**src/rtl/qos_scheduler_if.sv**
```systemverilog
// rtl/qos_scheduler_if.sv - occupancy/grant bundle between queue buffers, QoS scheduler and reader
interface qos_scheduler_if #(
    parameter int NUM_Q = 4,
    parameter int CNT_W = 3
);
    logic [NUM_Q*CNT_W-1:0] data_count;
    logic [NUM_Q*CNT_W-1:0] urg_thr;
    logic                   grant_ack;
    logic [NUM_Q-1:0]       read_from;
    logic                   grant_valid;
    logic [1:0]             grant_reason;
    logic [NUM_Q-1:0]       starve_flag;

    modport master (
        input  data_count, urg_thr, grant_ack,
        output read_from, grant_valid, grant_reason, starve_flag
    );

    modport slave (
        output data_count, urg_thr, grant_ack,
        input  read_from, grant_valid, grant_reason, starve_flag
    );
endinterface

```
**src/rtl/qos_scheduler.sv**
```systemverilog
// rtl/qos_scheduler.sv - QoS read scheduler: starved > urgent > fallback, held one-hot grant, per-queue aging
// Optional: define RR_FALLBACK_EN for a round-robin fallback tier (fixed lowest-index otherwise).
module qos_scheduler #(
    parameter int NUM_Q   = 4,
    parameter int CNT_W   = 3,
    parameter int AGE_W   = 4,
    parameter int AGE_MAX = 12
) (
    input  logic            clk,
    input  logic            rst,
    qos_scheduler_if.master bus
);
    localparam logic [AGE_W-1:0] AGE_SAT = '1;
    localparam logic [AGE_W-1:0] AGE_LIM = AGE_W'(AGE_MAX);

    typedef enum logic [1:0] {IDLE, GRANT, SETTLE} state_t;

    state_t           state;
    logic [AGE_W-1:0] age [NUM_Q];
    logic [CNT_W-1:0] cnt [NUM_Q];
    logic [CNT_W-1:0] thr [NUM_Q];
    logic [NUM_Q-1:0] nonempty;
    logic [NUM_Q-1:0] urgent;
    logic [NUM_Q-1:0] aged;
    logic [NUM_Q-1:0] starved;
    logic [NUM_Q-1:0] starve_vec;
    logic [NUM_Q-1:0] urg_vec;
    logic [NUM_Q-1:0] fb_vec;
    logic [NUM_Q-1:0] sel_vec;
    logic [1:0]       sel_reason;
    logic [NUM_Q-1:0] read_from_q;
    logic [1:0]       reason_q;
    logic             valid_q;
    logic             ack_hit;

    always_comb begin
        for (int i = 0; i < NUM_Q; i++) begin
            cnt[i]      = bus.data_count[i*CNT_W +: CNT_W];
            thr[i]      = bus.urg_thr[i*CNT_W +: CNT_W];
            nonempty[i] = (cnt[i] != '0);
            urgent[i]   = (thr[i] != '0) && (cnt[i] >= thr[i]);
            aged[i]     = (age[i] >= AGE_LIM);
        end
    end

    assign starved = aged & nonempty;
    assign ack_hit = (state == GRANT) && bus.grant_ack;

`ifdef RR_FALLBACK_EN
    localparam int IDX_W = $clog2(NUM_Q);
    logic [IDX_W-1:0] rr_ptr;
    logic [IDX_W-1:0] grant_idx;
    logic [IDX_W-1:0] sel_idx;
`endif

    // Starved tier: lowest index wins; urgent tier: highest index wins.
    always_comb begin
        starve_vec = '0;
        urg_vec    = '0;
        fb_vec     = '0;
        for (int i = NUM_Q - 1; i >= 0; i--) begin
            if (starved[i]) starve_vec = NUM_Q'(1) << i;
        end
        for (int i = 0; i < NUM_Q; i++) begin
            if (urgent[i]) urg_vec = NUM_Q'(1) << i;
        end
`ifdef RR_FALLBACK_EN
        for (int k = NUM_Q; k >= 1; k--) begin
            int j;
            j = (int'(rr_ptr) + k) % NUM_Q;
            if (nonempty[j[IDX_W-1:0]]) fb_vec = NUM_Q'(1) << j;
        end
`else
        for (int i = NUM_Q - 1; i >= 0; i--) begin
            if (nonempty[i]) fb_vec = NUM_Q'(1) << i;
        end
`endif
        if (starve_vec != '0) begin
            sel_vec    = starve_vec;
            sel_reason = 2'b11;
        end else if (urg_vec != '0) begin
            sel_vec    = urg_vec;
            sel_reason = 2'b10;
        end else if (fb_vec != '0) begin
            sel_vec    = fb_vec;
            sel_reason = 2'b01;
        end else begin
            sel_vec    = '0;
            sel_reason = 2'b00;
        end
    end

    always_ff @(posedge clk or posedge rst) begin
        if (rst) begin
            state       <= IDLE;
            read_from_q <= '0;
            reason_q    <= 2'b00;
            valid_q     <= 1'b0;
        end else begin
            case (state)
                IDLE: begin
                    if (nonempty != '0) begin
                        read_from_q <= sel_vec;
                        reason_q    <= sel_reason;
                        valid_q     <= 1'b1;
                        state       <= GRANT;
                    end
                end
                GRANT: begin
                    if (bus.grant_ack) begin
                        read_from_q <= '0;
                        reason_q    <= 2'b00;
                        valid_q     <= 1'b0;
                        state       <= SETTLE;
                    end
                end
                SETTLE: state <= IDLE;
                default: begin
                    read_from_q <= '0;
                    reason_q    <= 2'b00;
                    valid_q     <= 1'b0;
                    state       <= IDLE;
                end
            endcase
        end
    end

    // Granted queue holds its age until acked; waiting non-empty queues climb and saturate.
    always_ff @(posedge clk or posedge rst) begin
        if (rst) begin
            for (int i = 0; i < NUM_Q; i++) age[i] <= '0;
        end else begin
            for (int i = 0; i < NUM_Q; i++) begin
                if (!nonempty[i] || (ack_hit && read_from_q[i])) begin
                    age[i] <= '0;
                end else if (!read_from_q[i] && age[i] != AGE_SAT) begin
                    age[i] <= age[i] + AGE_W'(1);
                end
            end
        end
    end

`ifdef RR_FALLBACK_EN
    always_comb begin
        sel_idx = '0;
        for (int i = 0; i < NUM_Q; i++) begin
            if (sel_vec[i]) sel_idx = IDX_W'(i);
        end
    end

    // Reset value NUM_Q-1 makes the first fallback search start at queue 0.
    always_ff @(posedge clk or posedge rst) begin
        if (rst) begin
            rr_ptr    <= IDX_W'(NUM_Q - 1);
            grant_idx <= '0;
        end else begin
            if (state == IDLE && nonempty != '0) grant_idx <= sel_idx;
            if (ack_hit) rr_ptr <= grant_idx;
        end
    end
`endif

    assign bus.read_from    = read_from_q;
    assign bus.grant_valid  = valid_q;
    assign bus.grant_reason = reason_q;
    assign bus.starve_flag  = aged;

endmodule
```
**src/flat_wrapper.sv**
```systemverilog
// flat-port wrapper written by rule: the top's interface ports become plain ports
module qos_scheduler_flat 
#(
    parameter int NUM_Q   = 4,
    parameter int CNT_W   = 3,
    parameter int AGE_W   = 4,
    parameter int AGE_MAX = 12
)
  (clk, rst, bus_data_count, bus_urg_thr, bus_grant_ack, bus_read_from, bus_grant_valid, bus_grant_reason, bus_starve_flag);
  qos_scheduler_if #(.NUM_Q(NUM_Q), .CNT_W(CNT_W)) bus_i ();
  input  logic clk;
  input  logic rst;
  input wire logic [$bits(bus_i.data_count)-1:0] bus_data_count;
  input wire logic [$bits(bus_i.urg_thr)-1:0] bus_urg_thr;
  input wire logic [$bits(bus_i.grant_ack)-1:0] bus_grant_ack;
  output wire logic [$bits(bus_i.read_from)-1:0] bus_read_from;
  output wire logic [$bits(bus_i.grant_valid)-1:0] bus_grant_valid;
  output wire logic [$bits(bus_i.grant_reason)-1:0] bus_grant_reason;
  output wire logic [$bits(bus_i.starve_flag)-1:0] bus_starve_flag;
  assign bus_i.data_count = bus_data_count;
  assign bus_i.urg_thr = bus_urg_thr;
  assign bus_i.grant_ack = bus_grant_ack;
  assign bus_read_from = bus_i.read_from;
  assign bus_grant_valid = bus_i.grant_valid;
  assign bus_grant_reason = bus_i.grant_reason;
  assign bus_starve_flag = bus_i.starve_flag;
  qos_scheduler #(.NUM_Q(NUM_Q), .CNT_W(CNT_W), .AGE_W(AGE_W), .AGE_MAX(AGE_MAX)) u_core (.clk(clk), .rst(rst), .bus(bus_i));
endmodule
```
**config.mk**
```make
export PLATFORM = sky130hd
export DESIGN_NAME = qos_scheduler_flat
export DESIGN_NICKNAME = d
export VERILOG_FILES = /design/src/rtl/qos_scheduler_if.sv /design/src/rtl/qos_scheduler.sv /design/src/flat_wrapper.sv
export SDC_FILE = /design/constraint.sdc
export NUM_CORES = 1
export LEC_CHECK = 0
export CORE_AREA = 10 10 85 80
export DETAILED_ROUTE_END_ITERATION = 10
export DIE_AREA = 0 0 95 90
export GPL_ROUTABILITY_DRIVEN = 0
export GPL_TIMING_DRIVEN = 0
export PLACE_DENSITY_LB_ADDON = 0.1
export SLEW_MARGIN = 20
export SYNTH_ARGS = -nofsm -noshare
export SYNTH_HDL_FRONTEND = slang
export SYNTH_SLANG_ARGS = --single-unit
```
**constraint.sdc**
```tcl
create_clock -name clk -period 1.5 [get_ports clk]
set_input_delay 0.15 -clock clk [delete_from_list [all_inputs] [get_ports clk]]
set_output_delay 0.15 -clock clk [all_outputs]
set_load 0.1 [all_outputs]
```
# Yosys cells after proc, flatten, opt, wreduce, memory -nomap -nowiden
# Index checks and enable logic that the tools add are counted.
dict set report word_totals {
  ff_bits 25
  inputBits 27
  out_inout_bits 11
  wordCells 112
}
dict set report op_classes {
  n_addsub 4
  n_lt_le_gt_ge 8
  n_eq_ne 8
  n_mux 38
  n_bitwise 2
  reduce_logical 44
}
# cell n
set op_table {}
lappend op_table {{$mux W4} 22}
lappend op_table {{$reduce_bool A3 Y1} 8}
lappend op_table {{$add A4 B1 Y4 const B} 4}
lappend op_table {{$ge A4 B4 Y1 const B} 4}
lappend op_table {{$ne A4 B4 Y1 const B} 4}
lappend op_table {{$reduce_bool A4 Y1} 4}
lappend op_table {{$mux W2} 7}
lappend op_table {{$logic_and A1 B1 Y1} 13}
lappend op_table {{$ge A3 B3 Y1} 4}
lappend op_table {{$pmux W4 S3} 1}
lappend op_table {{$logic_not A1 Y1} 8}
lappend op_table {{$reduce_bool A2 Y1} 4}
lappend op_table {{$pmux W2 S3} 1}
lappend op_table {{$and A4 B4 Y4} 1}
lappend op_table {{$logic_or A1 B1 Y1} 4}
lappend op_table {{$mux W1} 4}
lappend op_table {{$pmux W2 S2} 1}
lappend op_table {{$mux W3} 1}
lappend op_table {{$pmux W1 S3} 1}
lappend op_table {{$reduce_and A3 Y1} 1}
lappend op_table {{$eq A2 B1 Y1 const B} 1}
lappend op_table {{$eq A2 B2 Y1 const B} 1}
lappend op_table {{$logic_not A2 Y1} 1}
lappend op_table {{$ne A2 B1 Y1 const B} 1}
lappend op_table {{3 further kinds} 3}

# Longest topological paths before layout
# Gate-level depths: netlist (run 1).
dict set report logic_depth {
  depth_word 11
  ltp_mapped 7
  ltp_nobuf 7
}

# Worst setup path before layout (run 1)
# No wires, ideal clock.
dict set report synth_timing {
  path_kind {register -> register}
  from {register u_core.age[14] in the netlist's numbering}
  to {register u_core.age[15] in the netlist's numbering}
  setup_time_ns 0.119
  arrival_ns 1.803
  slack_ns -0.422
  path_stages_with_launch 6
  n_path_buf 0
  synth_period_minus_slack_ns 1.922
  cell_sequence {dfrtp_1 -> and2_1 -> a21oi_1 -> nand4_1 -> xor2_1 -> nor2_1}
}
dict set report synth_via {
  elab_chain_cells 3
  elab_cells_between_ends 6
}
# item line
set synth_rtl {}
lappend synth_rtl {{from (decl)} qos_scheduler.sv:19} ;# logic [AGE_W-1:0] age [NUM_Q];
lappend synth_rtl {{from (signal, indexed assignment)} qos_scheduler.sv:137} ;# age[i] <= age[i] + AGE_W'(1);
lappend synth_rtl {{$add A4 B1 Y4 or $ne A4 B4 Y1 (tied branches)} {qos_scheduler.sv:137, qos_scheduler.sv:136}}
lappend synth_rtl {{$mux W4 or $logic_and A1 B1 Y1 (tied branches)} qos_scheduler.sv:136} ;# end else if (!read_from_q[i] && age[i] != AGE_SAT) begin
lappend synth_rtl {{$mux W4 or $reduce_bool A2 Y1 (tied branches)} -}
# Several ways; a longest one is shown, not always the timed one. The select of a mux whose other input is x is not followed.
# A chain may end at the register's enable or synchronous reset.

# Worst setup path in the final report (run 1)
dict set report layout_timing {
  from {register u_core.state[0]}
  to {register u_core.read_from_q[3] (netlist: u_core.bus.read_from[3])}
}
dict set report layout_via {
  elab_chain_cells 3
  elab_cells_between_ends 8
}
# item line
set layout_rtl {}
lappend layout_rtl {{from (decl)} qos_scheduler.sv:18} ;# state_t state;
lappend layout_rtl {{from (signal assigned)} qos_scheduler.sv:95} ;# state <= IDLE;
lappend layout_rtl {{from (signal assigned)} qos_scheduler.sv:106} ;# state <= GRANT;
lappend layout_rtl {{from (signal assigned)} qos_scheduler.sv:114} ;# state <= SETTLE;
lappend layout_rtl {{$eq A2 B1 Y1, or another cell as far along} qos_scheduler.sv:100} ;# case (state)
lappend layout_rtl {{$ne A2 B2 Y1 (no line), or another cell as far along} -}
lappend layout_rtl {{$reduce_and A3 Y1 (no line)} -}
lappend layout_rtl {{to (signal assigned)} qos_scheduler.sv:103} ;# read_from_q <= sel_vec;
lappend layout_rtl {{to (decl)} qos_scheduler.sv:31} ;# logic [NUM_Q-1:0] read_from_q;
# Several ways; a longest one is shown, not always the timed one.

==> run metrics, run 1 <==
Avg WL per Cell 13.5 microns; sequential share of the synthesized area 36.7%; dpl ws -564 ps; Initial Util 33.6%; VDD IR max 1.72 mV; Power Total 4270 uW; Critical R2R Launch u_core.state[0]$_DFFE_PP0P_; root buffer cell clkbuf_8; Netlist cell types 37; area share of the largest cell type after synthesis 36.7%; I/O pins 38; RSZ-0062 raised after global routing yes; clock sink count 25; fraction of layout cells with a size suffix above 1 34.2%; DR iter-0 viols 54; Max-slew headroom 38.9%; Worst Setup Start Kind flop; WL met3 261 microns; vias post-DR 1,467; overall routing resource usage 10.1%; pwr dens 1710 nW/um^2; Hold Crit Class in -> async; global route overflow 0; Post-CTS Hold Buffers 0; reg-to-reg slack, setup 30 ps; Post-Route WL 4.14 mm; met1 wire length 1.99 mm; ANT cells 0; Top FF cell, synth dfrtp_1; CTS buffer count 3; most frequent cells after synthesis dfrtp_1, nor2_1, nand2_1, inv_1, ha_1; initial antenna violation count 0; critical path data arrival time 1670 ps; Hold Vio Cnt, Final 0; clk slew on worst S/H paths 90 ps; slack of the critical path 35.0 ps; post-layout min period 1470 ps; status completed; Layout Area Growth over Synthesis 46.2%; fmax 0.683 GHz; Vias/cell 4.78; Worst setup startpoint u_core.state[0]$_DFFE_PP0P_; Syn Area/Cell 9.26 sq um; Rows 25; final setup fails 0; Post-synth EDFFs 0; Max Cap Viol 0; Final nets 284; Die Area 8550 sq um; leading area contributor after synthesis dfrtp_1; clk buf depth 2; Crit Path Class reg -> reg; Chip Height 90 microns; synthesized flop and latch total 25; syn_nets 227; crit end category flop; cell area after placement 2190 sq um; synth top area cells dfrtp_1, ha_1, nor2_1, xor2_1, nand2_1; Tcrit/Tclk final 97.7%; Layout Cell Area excl Fill 2490 sq um; max-slew violation count 0; Mapped Cells 184; largest net degree at the start of global routing 26; hpwl dp 3.08 mm; P_leak 0.00120 uW; Placed Cells 288; fin cells 307; DRC violation count after routing 0; Crit Path Max Fanout 3; Die X 95 microns; htree depth 1; most frequent cell after synthesis dfrtp_1; Synth Warn # 0; Clock Skews 2.72 ps; ys async rst share 100%; antenna-violating nets left 0; I/O Buffers 37; DR top layer met3; Syn Std Cell Area 1700 sq um; core box area 5070 sq um; first-pass GRT wire length 7.23 mm; Detail Route met2 WL 1.89 mm; CTS tree yes; fill count 493; measured slew at the worst slew-check pin 911 ps; vias in the first global route 1,474; clk_lat worst skew 270 ps; first-pass iteration count of the detailed router 4; WP data required 1710 ps
-- final cells by class --
cell class / instances / area (sq um) / share of cell area (%)
Multi-Input combinational cell: 141 / 1200 / 48.3
Clock buffer: 3 / 41.3 / 1.66
Tap cell: 67 / 83.8 / 3.37
Timing Repair Buffer: 52 / 457 / 18.3
Inverter: 18 / 67.6 / 2.71
Clock inverter: 1 / 5.00 / 0.201
Sequential cell: 25 / 633 / 25.4
-- power by group --
part	switching (uW)	internal [uW]
sequential	299	996
combinational	1580	987
clock	221	186
-- routing by layer --
layer	vias up	global-route usage, %
met5	-	0
met4	0	1.62
met3	0	3.41
met2	28	15.3
met1	682	13.8
li1	757	-
-- placed cells by master (no fill, tap or decap), types with 2 or more instances in the layout --
master / Yosys / routed
o21ai_2: 0 / 5
clkdlybuf4s15_2: 0 / 7
xor2_1: 8 / 8
clkbuf_2: 0 / 2
dfrtp_2: 0 / 6
a21oi_1: 9 / 4
clkdlybuf4s50_1: 0 / 2
nand2_1: 18 / 15
nor3_4: 2 / 4
buf_4: 0 / 14
inv_1: 17 / 12
inv_2: 1 / 5
or3_1: 5 / 5
o21ai_1: 7 / 3
clkdlybuf4s15_1: 0 / 2
ha_4: 0 / 4
nand4_1: 5 / 5
nor3_2: 3 / 2
a21o_1: 5 / 5
dlymetal6s2s_1: 0 / 3
and2_2: 0 / 2
nand2_2: 0 / 3
clkbuf_4: 0 / 2
a22oi_2: 1 / 3
a31oi_4: 0 / 2
ha_1: 16 / 12
nor2b_1: 4 / 4
nand3_1: 3 / 3
dlygate4sd2_1: 0 / 17
clkbuf_8: 0 / 3
nand2b_1: 3 / 3
a21oi_2: 0 / 4
dfrtp_1: 25 / 19
o311a_4: 0 / 2
nor2_1: 22 / 22
xnor2_1: 4 / 4
mux2i_1: 4 / 4
buf_2: 0 / 2
-- logic make-up after synthesis --
logic type | after synthesis | share of synthesized area [%]
compound gates | 36 | 15.9
xor+xnor | 12 | 6.17
fa+ha+maj | 16 | 11.7
buf+inv | 18 | 3.96
flops | 25 | 36.7
mux | 4 | 2.35
simple gates | 73 | 23.2
-- what timing repair did --
action / in CTS / in global routing
pin swaps: 25 / 11
gates resized for setup: 82 / 26
endpoints found under the setup margin: 17 / 10
endpoints found under the hold margin: 0 / 0
buffers inserted: 7 / 8
-- path summary, 6_finish.rpt --
check / endpoint / cells past startpoint
min in group clk: u_core.bus.read_from[0]$_DFFE_PP0P_ / 4
worst min-delay path: u_core.bus.grant_valid$_DFFE_PP0P_ / 2
max in group asynchronous: u_core.bus.read_from[1]$_DFFE_PP0P_ / 2
worst max-delay path: u_core.bus.read_from[3]$_DFFE_PP0P_ / 5
worst min register to register: u_core.bus.grant_valid$_DFFE_PP0P_ / 2
worst max register to register: u_core.bus.read_from[3]$_DFFE_PP0P_ / 5
-- metrics by stage --
stage                     hold slack (ps)  setup TNS, ps  util [%]
after CTS                             447              0      46.3
after detailed placement              467          -6420      43.1
final                                 265              0      49.2
after global routing                  322          -28.6      49.2
after floorplan                       177              0         -
after global placement                472          -6700      43.1
-- registers in the layout, summed over array words and instances, names as in the netlist --
register	count
u_core.age	16
u_core.state	2
u_core.bus.grant_valid	1
u_core.bus.grant_reason	2
u_core.bus.read_from	4
-- critical path, cell delays in order, from the launching register on --
cell and delay, ps:
dfrtp_1 400, or2_4 270, a41oi_4 220, nand2_2 80, or3_1 370, nand3_1 70
No activity file was read; power rests on OpenSTA's default activity.
==> inputs of run 2 (changes only) <==
--- a/config.mk
+++ b/config.mk
@@ -11,7 +11,7 @@
 export GPL_ROUTABILITY_DRIVEN = 0
 export GPL_TIMING_DRIVEN = 0
 export PLACE_DENSITY_LB_ADDON = 0.1
-export SLEW_MARGIN = 20
+export SLEW_MARGIN = 5
 export SYNTH_ARGS = -nofsm -noshare
 export SYNTH_HDL_FRONTEND = slang
 export SYNTH_SLANG_ARGS = --single-unit
==> run metrics, run 2 (synthesis results as in run 1) <==
status completed; clk_lat worst skew 270 ps (about the same); VDD IR max 1.72 mV (about the same); first-pass GRT wire length 7.23 mm (unchanged); Max Cap Viol 0 (unchanged); DRC violation count after routing 0 (unchanged); WP data required 1710 ps (about the same); clk slew on worst S/H paths 90 ps (about the same); CTS buffer count 3 (unchanged); worst reg-to-reg path cell count 5 (unchanged); Hold Vio Cnt, Final 0 (unchanged); P_leak 0.00120 uW (+0.31%); overall routing resource usage 10.1% (unchanged); core box area 5070 sq um (unchanged); Worst Setup Start Kind flop; Avg WL per Cell 13.5 microns (about the same); CTS tree yes; root buffer cell clkbuf_8; Crit Path Max Fanout 3 (unchanged); Hold Crit Class in -> async; Critical R2R Launch u_core.state[0]$_DFFE_PP0P_; most flop-heavy register u_core.age; Max-slew headroom 35.6% (-3.2 points); ANT cells 0 (unchanged); Tcrit/Tclk final 97.7% (about the same); Die Area 8550 sq um (unchanged); Final nets 284 (unchanged); Post-Route WL 4.14 mm (about the same); Initial Util 33.6% (unchanged); crit end category flop; global route overflow 0 (unchanged); vias in the first global route 1,474 (unchanged); DR iter-0 viols 54 (unchanged); clk buf depth 2 (unchanged); Die X 95 microns (unchanged); Clock Skews 2.74 ps (+0.0173 ps); Layout Area Growth over Synthesis 46.2% (unchanged); initial antenna violation count 0 (unchanged); worst r2r dst u_core.bus.read_from[3]$_DFFE_PP0P_; Power Total 4270 uW (about the same); max-slew violation count 0 (unchanged); measured slew at the worst slew-check pin 964 ps (+53.3 ps); Vias/cell 4.78 (unchanged); max reg flops 16 (unchanged); I/O pins 38 (unchanged); vias post-DR 1,467 (unchanged); final setup fails 0 (unchanged); hpwl dp 3.08 mm (unchanged); clock sink count 25 (unchanged); Chip Height 90 microns (unchanged); Post-CTS Hold Buffers 0 (unchanged); antenna-violating nets left 0 (unchanged); fin cells 307 (unchanged); pwr dens 1710 nW/um^2 (about the same); RSZ-0062 raised after global routing yes; Rows 25 (unchanged); Crit Path Class reg -> reg; Placed Cells 288 (unchanged); fmax 0.683 GHz (about the same); largest net degree at the start of global routing 26 (unchanged); commonest cells after routing, fill and taps aside nor2_1, dfrtp_1, dlygate4sd2_1; first-pass iteration count of the detailed router 4 (unchanged); fill count 493 (unchanged); reg-to-reg slack, setup 30 ps (about the same); I/O Buffers 37 (unchanged); commonest non-fill, non-tap cell in the layout nor2_1; critical path data arrival time 1670 ps (about the same); post-layout min period 1470 ps (-0.0256 ps); htree depth 1 (unchanged); fraction of layout cells with a size suffix above 1 34.2% (unchanged)
[run 2: how the worst max path moves through the flow]
| stage | to | slack, ps | from | depth (start not counted) |
|---|---|---|---|---|
| after global placement | u_core.bus.grant_reason[1]$_DFFE_PP0P_ | -580 | bus_data_count[9] | 8 |
| after detailed placement | u_core.bus.grant_reason[1]$_DFFE_PP0P_ | -560 | bus_urg_thr[11] | 8 |
| after floorplan | u_core.age[15]$_DFFE_PP0P_ | 6 | u_core.age[14]$_DFFE_PP0P_ | 5 |
| after CTS | u_core.bus.read_from[2]$_DFFE_PP0P_ | 2 | bus_data_count[0] | 8 |
| after global routing | u_core.bus.read_from[3]$_DFFE_PP0P_ | -20 | u_core.state[0]$_DFFE_PP0P_ | 5 |
| final | u_core.bus.read_from[3]$_DFFE_PP0P_ | 30 | u_core.state[0]$_DFFE_PP0P_ | 5 |
[run 2: layout make-up]
class | count | area (sq um) | share of cell area [%]
multi-input combinational | 141 | 1200 | 48.3
sequential | 25 | 633 | 25.4
timing repair buffer | 52 | 457 | 18.3
tap | 67 | 83.8 | 3.37
inverter | 18 | 67.6 | 2.71
clock buffer | 3 | 41.3 | 1.66
clock inverter | 1 | 5.00 | 0.201
[run 2: critical path, cell delays in order, from the launching register on]
cell and delay [ps]:
dfrtp_1 400, or2_4 270, a41oi_4 220, nand2_2 80, or3_1 370, nand3_1 70
[run 2: timing repair]
item,CTS,global route
pin swaps,25,11
setup buffers,7,8
setup endpoints to repair,17,10
resized for setup,82,26
[run 2: power breakdown]
part / switching (uW) / internal (uW) / total (uW)
logic: 1580 / 987 / 2560
clock network: 221 / 186 / 407
registers: 299 / 996 / 1290
total: 2100 / 2170 / 4270
[run 2: metal layers]
layer	global-route usage (%)	routed length, microns	vias up
met1	13.8	1990	682
met3	3.41	261	0
met4	1.62	0	0
li1	-	-	757
met5	0	0	-
met2	15.3	1890	28
[run 2: stage by stage]
stage               utilization, %  hold WS, ps  TNS, ps  worst slack (ps)  area (sq um)
floorplan                        -          177        0              6.40          1730
global placement              43.1          472    -6700              -578          2190
detailed placement            43.1          467    -6420              -564          2190
CTS                           46.3          447        0              2.15          2350
global route                  49.2          427    -28.6             -24.5          2490
finish                        49.2          396        0              35.0          2490
